**config.mk**
```make
export PLATFORM = sky130hd
export DESIGN_NAME = clock_edge_monitor
export DESIGN_NICKNAME = d
export VERILOG_FILES = /design/src/rtl/clock_edge_monitor_pkg.sv /design/src/rtl/clock_edge_monitor_sync.sv /design/src/rtl/clock_edge_monitor.sv
export SDC_FILE = /design/constraint.sdc
export NUM_CORES = 1
export LEC_CHECK = 0
export ABC_AREA = 1
export BUFFER_PORTS_ARGS = -buffer_cell sky130_fd_sc_hd__buf_2
export CORE_ASPECT_RATIO = 1.4
export CORE_MARGIN = 4
export CORE_UTILIZATION = 60
export DETAILED_ROUTE_END_ITERATION = 8
export HOLD_SLACK_MARGIN = 0.02
export PLACE_DENSITY = 0.81
export SLEW_MARGIN = 15
export SYNTH_ARGS = -nofsm -noshare
export SYNTH_HDL_FRONTEND = slang
export SYNTH_HIERARCHICAL = 1
export SYNTH_SLANG_ARGS = --single-unit
```
**constraint.sdc**
```tcl
create_clock -name CLK -period 4.3 [get_ports CLK]
set_input_delay 0 -clock CLK [delete_from_list [all_inputs] [get_ports CLK]]
set_output_delay 0 -clock CLK [all_outputs]
set_load 0.02 [all_outputs]
```
**src/rtl/clock_edge_monitor_pkg.sv**
```systemverilog
// Shared types and default constants for the forwarded-clock edge monitor.
package clock_edge_monitor_pkg;

  typedef enum logic [1:0] {
    IDLE    = 2'd0,
    MEASURE = 2'd1,
    LOST    = 2'd2
  } state_e;

  localparam int CNT_WIDTH_DEFAULT = 16;
  localparam int TIMEOUT_DEFAULT   = 1024;

endpackage

```
**src/rtl/clock_edge_monitor_sync.sv**
```systemverilog
// Resynchronises a foreign clock seen as data and emits registered one-cycle
// rise/fall pulses from the synchronised level and a one-cycle history flop.
module clock_sync
  import clock_edge_monitor_pkg::*;
#(
  parameter int SYNC_STAGES = 2
) (
  input  logic CLK,
  input  logic RESETN,
  input  logic clk_in,
  output logic rise,
  output logic fall
);

  logic [SYNC_STAGES-1:0] sync_q, sync_d;
  logic                   hist_q, hist_d;
  logic                   rise_q, rise_d;
  logic                   fall_q, fall_d;

  always_comb begin
    sync_d = {sync_q[SYNC_STAGES-2:0], clk_in};
    hist_d = sync_q[SYNC_STAGES-1];
    rise_d = sync_q[SYNC_STAGES-1] & ~hist_q;
    fall_d = ~sync_q[SYNC_STAGES-1] & hist_q;
  end

  always_ff @(posedge CLK) begin
    if (!RESETN) begin
      sync_q <= '0;
      hist_q <= 1'b0;
      rise_q <= 1'b0;
      fall_q <= 1'b0;
    end else begin
      sync_q <= sync_d;
      hist_q <= hist_d;
      rise_q <= rise_d;
      fall_q <= fall_d;
    end
  end

  assign rise = rise_q;
  assign fall = fall_q;

endmodule

```
**src/rtl/clock_edge_monitor.sv**
```systemverilog
// Observes a forwarded clock: edge pulses, period measurement in CLK cycles
// delivered over valid/ready, and a loss-of-clock timeout.
module clock_edge_monitor
  import clock_edge_monitor_pkg::*;
#(
  parameter int CNT_WIDTH   = CNT_WIDTH_DEFAULT,
  parameter int TIMEOUT     = TIMEOUT_DEFAULT,
  parameter int SYNC_STAGES = 2
) (
  input  logic                 CLK,
  input  logic                 RESETN,
  input  logic                 enable,
  input  logic                 clk_in,
  output logic                 rise,
  output logic                 fall,
  output logic [CNT_WIDTH-1:0] period,
  output logic                 period_valid,
  input  logic                 period_ready,
  output logic                 overrun,
  output logic                 lost,
  output state_e               dbg_state
);

  localparam logic [CNT_WIDTH-1:0] CNT_MAX   = {CNT_WIDTH{1'b1}};
  localparam logic [CNT_WIDTH-1:0] CNT_ONE   = CNT_WIDTH'(1);
  localparam logic [CNT_WIDTH-1:0] TIMEOUT_C = CNT_WIDTH'(TIMEOUT);

  state_e                 state_q, state_d;
  logic [CNT_WIDTH-1:0]   cnt_q, cnt_d;
  logic [CNT_WIDTH-1:0]   period_q, period_d;
  logic                   period_valid_q, period_valid_d;
  logic                   overrun_q, overrun_d;
  logic                   sync_rise, sync_fall;
  logic                   capture;
  logic                   xfer;

  clock_sync #(
    .SYNC_STAGES (SYNC_STAGES)
  ) u_sync (
    .CLK    (CLK),
    .RESETN (RESETN),
    .clk_in (clk_in),
    .rise   (sync_rise),
    .fall   (sync_fall)
  );

  // Handshake: a transfer happens in any cycle with period_valid & period_ready.
  // period holds its value while valid and no new capture arrives; a capture
  // with a transfer in the same cycle keeps valid high; a capture onto an
  // untaken value overwrites it and pulses overrun.
  always_comb begin
    state_d        = state_q;
    cnt_d          = cnt_q;
    period_d       = period_q;
    period_valid_d = period_valid_q;
    overrun_d      = 1'b0;
    capture        = 1'b0;
    xfer           = period_valid_q & period_ready;

    case (state_q)
      IDLE: begin
        cnt_d = '0;
        if (sync_rise) begin
          state_d = MEASURE;
          cnt_d   = CNT_ONE;
        end
      end
      MEASURE: begin
        // A rise in the timeout cycle still counts as a valid measurement.
        if (sync_rise) begin
          capture  = 1'b1;
          period_d = cnt_q;
          cnt_d    = CNT_ONE;
        end else if (cnt_q == TIMEOUT_C) begin
          state_d = LOST;
        end else if (cnt_q != CNT_MAX) begin
          cnt_d = cnt_q + CNT_ONE;
        end
      end
      LOST: begin
        if (sync_rise) begin
          state_d = MEASURE;
          cnt_d   = CNT_ONE;
        end
      end
      default: begin
        state_d = IDLE;
        cnt_d   = '0;
      end
    endcase

    overrun_d      = capture & period_valid_q & ~period_ready;
    period_valid_d = capture | (period_valid_q & ~xfer);

    if (!enable) begin
      state_d        = IDLE;
      cnt_d          = '0;
      period_d       = period_q;
      period_valid_d = 1'b0;
      overrun_d      = 1'b0;
    end
  end

  always_ff @(posedge CLK) begin
    if (!RESETN) begin
      state_q        <= IDLE;
      cnt_q          <= '0;
      period_q       <= '0;
      period_valid_q <= 1'b0;
      overrun_q      <= 1'b0;
    end else begin
      state_q        <= state_d;
      cnt_q          <= cnt_d;
      period_q       <= period_d;
      period_valid_q <= period_valid_d;
      overrun_q      <= overrun_d;
    end
  end

  assign rise         = sync_rise;
  assign fall         = sync_fall;
  assign period       = period_q;
  assign period_valid = period_valid_q;
  assign overrun      = overrun_q;
  assign lost         = (state_q == LOST);
  assign dbg_state    = state_q;

endmodule

```
After elaboration in Yosys (flattened, before gate mapping) --
Index checks and enable logic that the tools add are counted.
Storage, ports and cells: register bits after elaboration 41, bits of input ports 5, output and inout bits 23, logic and storage cells 49
Operators by class: $add $sub $neg 1, equal/unequal tests 10, muxes and demuxes 12, bitwise gates (word level) 11, reduce and logical (&&, ||, !) cells 6
Operator list (count):
- $mux 16 | 4
- $pmux 16 s3 | 1
- $add 16x1->16 const B | 1
- $eq 16x11->1 const B | 1
- $ne 16x16->1 const B | 1
- $reduce_and 3->1 | 3
- $and 1x1->1 | 6
- $mux 2 | 3
- $ne 3x2->1 const B | 2
- $ne 2x1->1 const B | 2
- $ne 2x2->1 const B | 2
- $not 1->1 | 4
- $pmux 2 s2 | 1
- $mux 1 | 3
- $eq 2x1->1 const B | 1
- $eq 2x2->1 const B | 1
- $logic_not 2->1 | 1
- $reduce_and 2->1 | 1
- $reduce_or 2->1 | 1
- $or 1x1->1 | 1

Logic depth before layout (Yosys ltp) --
depth after elaboration 5, mapped depth 10

Modules after synthesis --
The synthesis kept the hierarchy.
Modules (own cells, without submodules):
- clock_edge_monitor | times used 1, cells an instance 290, area an instance 1944.4 um^2
- clock_sync | times used 1, cells an instance 14, area an instance 136.4 um^2

Worst setup path after synthesis --
OpenSTA, ideal clock, no wires.
path kind register to register, start point reg cnt_q[0], end point reg cnt_q[8], arrival time 1541 ps, path slack 2690 ps, stages on the path, launching flop included 11, buffers on the path 1, period minus slack after synthesis 1610 ps, cells stage by stage dfxtp_1 > ha_1 > nand2_1 > nor2_4 > nand2_2 > nor2_2 > nand3_2 > nand3_4 > buf_8 > nand2_2 > a21oi_2
Between the ends: cells in the longest elaborated chain, start to end 5, elaborated cells between the ends (all ways) 10, those cells by class 1 x add/sub; 4 x eq/ne; 4 x mux; 1 x reduce/logical
RTL lines:
- start: declaration | line clock_edge_monitor.sv:29 | logic [CNT_WIDTH-1:0] cnt_q, cnt_d;
- start signal: assignment | line clock_edge_monitor.sv:113 | cnt_q <= cnt_d;
- $add 16x1->16 | line clock_edge_monitor.sv:77 | cnt_d = cnt_q + CNT_ONE;
- $mux 16 | line clock_edge_monitor.sv:76 | end else if (cnt_q != CNT_MAX) begin
- $mux 16 | line clock_edge_monitor.sv:74 | end else if (cnt_q == TIMEOUT_C) begin
- $mux 16 | line clock_edge_monitor.sv:70 | if (sync_rise) begin
- $pmux 16 s3 | line clock_edge_monitor.sv:60 | case (state_q)
Parallel ways exist; a longest one is shown, timed or not. The select of a mux whose other input is x is not followed. A chain may end at the register's enable or synchronous reset.

Final worst setup path --
start point reg state_q[1], in the netlist dbg_state[1], end point reg period_q[3], in the netlist period[3]
Between the ends: cells in the longest elaborated chain, start to end 2
RTL lines:
- start: declaration | line clock_edge_monitor.sv:28 | state_e state_q, state_d;
- start signal: assignment | line clock_edge_monitor.sv:112 | state_q <= state_d;
- $eq 2x1->1 | line clock_edge_monitor.sv:60
- $reduce_and 3->1 (no line)
- end signal: assignment | line clock_edge_monitor.sv:114 | period_q <= period_d;
- end: declaration | line clock_edge_monitor.sv:30 | logic [CNT_WIDTH-1:0] period_q, period_d;
Every way passes these cells.

==> insert_results.sql <==
INSERT INTO impl_metrics (metric_group, metric, value, unit) VALUES
('outcome', 'status', 'finished clean', ''),
('timing', 'post-route-period-util', '49.4', '%'),
('hold_path', 'hold_path.class', 'in2reg', ''),
('placement', 'pre_cts_ws', '2.23', 'ns'),
('timing', 'final.min_clock_period', '2.13', 'ns'),
('setup_path', 'startpoint_class', 'flop', ''),
('timing', 'setup-tns-final', '0', 'ns'),
('floorplanning', 'chipHeight', '77.7', 'um'),
('placement', 'gp_routability_congestion', '0.948', ''),
('grt', 'grt_antenna_before_repair', '0', ''),
('yosys', 'synthesis.area', '2080', 'sq um'),
('pwr', 'switching_share', '21.0', '%'),
('setup_path', 'worstPathMaxFanout', '30', ''),
('yosys', 'synthesis.area_per_instance', '6.84', 'sq um'),
('yosys', 'sequential_share_of_the_synthesized_area', '39.4', '%'),
('timing', 'timing_max_transition_violations_final', '0', ''),
('grt', 'grt_pass1_vias', '1930', ''),
('pwr', 'power_frac_comb', '2.6', '%'),
('clock_network', 'ctsHtreeMaxLevel', '2', ''),
('drt', 'detail_route.vias_per_cell', '5.69', ''),
('clock_network', 'cts_buffer_depth', '2', ''),
('pwr', 'ir_worst_vdd', '0.000259', 'V'),
('timing', 'hold_viol_final', '0', ''),
('yosys', 'synth.lib_cells_used.distinct', '26', ''),
('timing', 'rsz0062_at_grt', 'false', ''),
('yosys', 'synth-seq-cells', '41', ''),
('drt', 'drt-wirelength-per-cell', '14.1', 'um'),
('drt', 'drc', '0', ''),
('yosys', 'fraction_of_registers_with_async_set_reset', '0', '%'),
('timing', 'timing.final.ws_setup', '2.17', 'ns'),
('yosys', 'yosys_warnings', '6', ''),
('setup_path', 'path_class', 'reg2reg', ''),
('placement', 'io_buffer_count', '27', ''),
('timing', 'slew_headroom', '52.6', '%'),
('job', 'max-cap-violations', '0', ''),
('grt', 'grt_use_total', '25.2', '%'),
('drt', 'initial_drt_pass_iterations', '5', ''),
('yosys', 'synthCells', '304', ''),
('pwr', 'totalPowerFinal', '710', 'uW'),
('setup_path', 'timing.critical_path.slowest_stage_cell', 'sky130_fd_sc_hd__inv_1', ''),
('drt', 'routed-via-count', '2106', ''),
('placement', 'post-dp-hpwl', '3850', 'um'),
('pwr', 'cellLeakagePower', '0.000937', 'uW'),
('floorplanning', 'floorplan.die.width', '57.8', 'um'),
('yosys', 'postSynthNetCount', '311', ''),
('drt', 'post_route_antenna_net_violation_count', '0', ''),
('pwr', 'seqPwrFrac', '53.8', '%'),
('timing', 'worst_pin_slew', '0.710', 'ns'),
('floorplanning', 'io_pins', '28', ''),
('clock_network', 'post_cts_hold_buffer_count', '2', ''),
('pwr', 'internal_power', '561', 'uW'),
('final_layout', 'post_layout_nets', '336', ''),
('timing', 'finalSetupViolCount', '0', ''),
('setup_path', 'path_delay_family', 'buffers and inverters', ''),
('drt', 'drt_first_iter_violations', '111', ''),
('floorplanning', 'start_util', '62.2', '%'),
('drt', 'finalWirelength', '5210', 'um'),
('grt', 'grt_pass1_wl', '8870', 'um'),
('final_layout', 'area_growth', '12.3', '%'),
('yosys', 'post-synth-top-area-fraction', '39.4', '%'),
('pwr', 'clk_network_pwr_share', '43.6', '%'),
('setup_path', 'cell_repeated_most_along_the_worst_path', 'sky130_fd_sc_hd__inv_1', ''),
('floorplanning', 'std_cell_rows', '25', ''),
('final_layout', 'layout.cells.most_common', 'sky130_fd_sc_hd__nand2_1', ''),
('setup_path', 'critPathBufInv', '3', ''),
('yosys', 'synthFlopType', 'sky130_fd_sc_hd__dfxtp_1', ''),
('floorplanning', 'dieArea', '4490', 'sq um'),
('final_layout', 'layout.cells.most_common_list', 'sky130_fd_sc_hd__nand2_1 (65), sky130_fd_sc_hd__nor2_1 (47), sky130_fd_sc_hd__dfxtp_1 (41), sky130_fd_sc_hd__inv_1 (27), sky130_fd_sc_hd__buf_2 (27)', ''),
('placement', 'place.detailed.instances', '360', ''),
('yosys', 'netlist.top_cell.by_area', 'sky130_fd_sc_hd__dfxtp_1', ''),
('pwr', 'cellPowerDensity', '304', 'nW/um^2');
==> state kept, by name, indices dropped and copies added (netlist names) <==
register and flops:
cnt_q 16, period 16, dbg_state 2, u_sync/sync_q 2
overrun 1, period_valid 1, u_sync/fall 1, u_sync/hist_q 1
u_sync/rise 1
==> power by group through the flow <==
stage | logic, uW | clock network [uW] | registers, uW
2_1_floorplan | 10.1 | 0 | 392
3_3_place_gp | 16.6 | 0 | 391
3_5_place_dp | 17.0 | 0 | 391
4_1_cts | 18.4 | 314 | 382
5_1_grt | 21.1 | 324 | 383
6_report | 18.3 | 310 | 382
==> per-layer routing <==
layer	global-route usage [%]	routed length [um]
met1	30.7	2080
met2	41.1	2480
met3	4.66	423
met4	13.5	221
met5	0	0
==> cell families (layout without fill, tap and decap cells) <==
| logic type | after synthesis | count (layout) | share of synthesized area, % |
|---|---|---|---|
| flops | 41 | 41 | 39.4 |
| simple gates | 170 | 170 | 37.5 |
| buf+inv | 39 | 65 | 8.00 |
| compound gates | 52 | 52 | 13.8 |
| fa+ha+maj | 2 | 2 | 1.20 |
==> worst min-delay path: cells and delay by family <==
| family | cells | cell delay, ns |
|---|---|---|
| buf+inv | 2 | 0.23 |
| simple gates | 1 | 0.09 |
==> area by class of cell <==
| class | instances | area [sq um] |
|---|---|---|
| Sequential cell | 41 | 821 |
| Inverter | 28 | 105 |
| Timing Repair Buffer | 29 | 155 |
| Fill cell | 295 | 1010 |
| Tap cell | 40 | 50.0 |
| Multi-Input combinational cell | 224 | 1090 |
| Clock inverter | 2 | 38.8 |
| Clock buffer | 6 | 72.6 |
==> worst paths after layout <==
path	start	endpoint	slack, ns	depth (start not counted)
hold / removal	RESETN	u_sync/sync_q[1]$_SDFF_PN0_	0.07	3
setup reg to reg	dbg_state[1]$_SDFFE_PN0P_	period[3]$_SDFFE_PN0P_	2.17	7
setup / recovery	dbg_state[1]$_SDFFE_PN0P_	period[3]$_SDFFE_PN0P_	2.17	7
hold reg to reg	u_sync/sync_q[1]$_SDFF_PN0_	u_sync/fall$_SDFF_PN0_	0.41	1
==> synthesized netlist by cell type (3+ instances only) <==
cell type                  number
sky130_fd_sc_hd__o21ai_0       21
sky130_fd_sc_hd__a21oi_2        5
sky130_fd_sc_hd__a21oi_1       23
sky130_fd_sc_hd__nand3_1       25
sky130_fd_sc_hd__nor2_1        47
sky130_fd_sc_hd__nand2_2        8
sky130_fd_sc_hd__buf_2          4
sky130_fd_sc_hd__clkbuf_1       4
sky130_fd_sc_hd__nand2_1       65
sky130_fd_sc_hd__nor2_2         3
sky130_fd_sc_hd__nand4_1       13
sky130_fd_sc_hd__inv_1         27
sky130_fd_sc_hd__dfxtp_1       41
==> per-stage QoR <==
stage | hold slack (ns) | util, % | cell area, sq um
2_1_floorplan | 0.0935 | - | 2080
3_3_place_gp | 0.181 | 65.9 | 2200
3_5_place_dp | 0.185 | 65.9 | 2200
4_1_cts | 0.0663 | 69.8 | 2340
5_1_grt | 0.116 | 69.8 | 2340
6_report | 0.0681 | 69.8 | 2340
No activity file was read; power rests on OpenSTA's default activity.
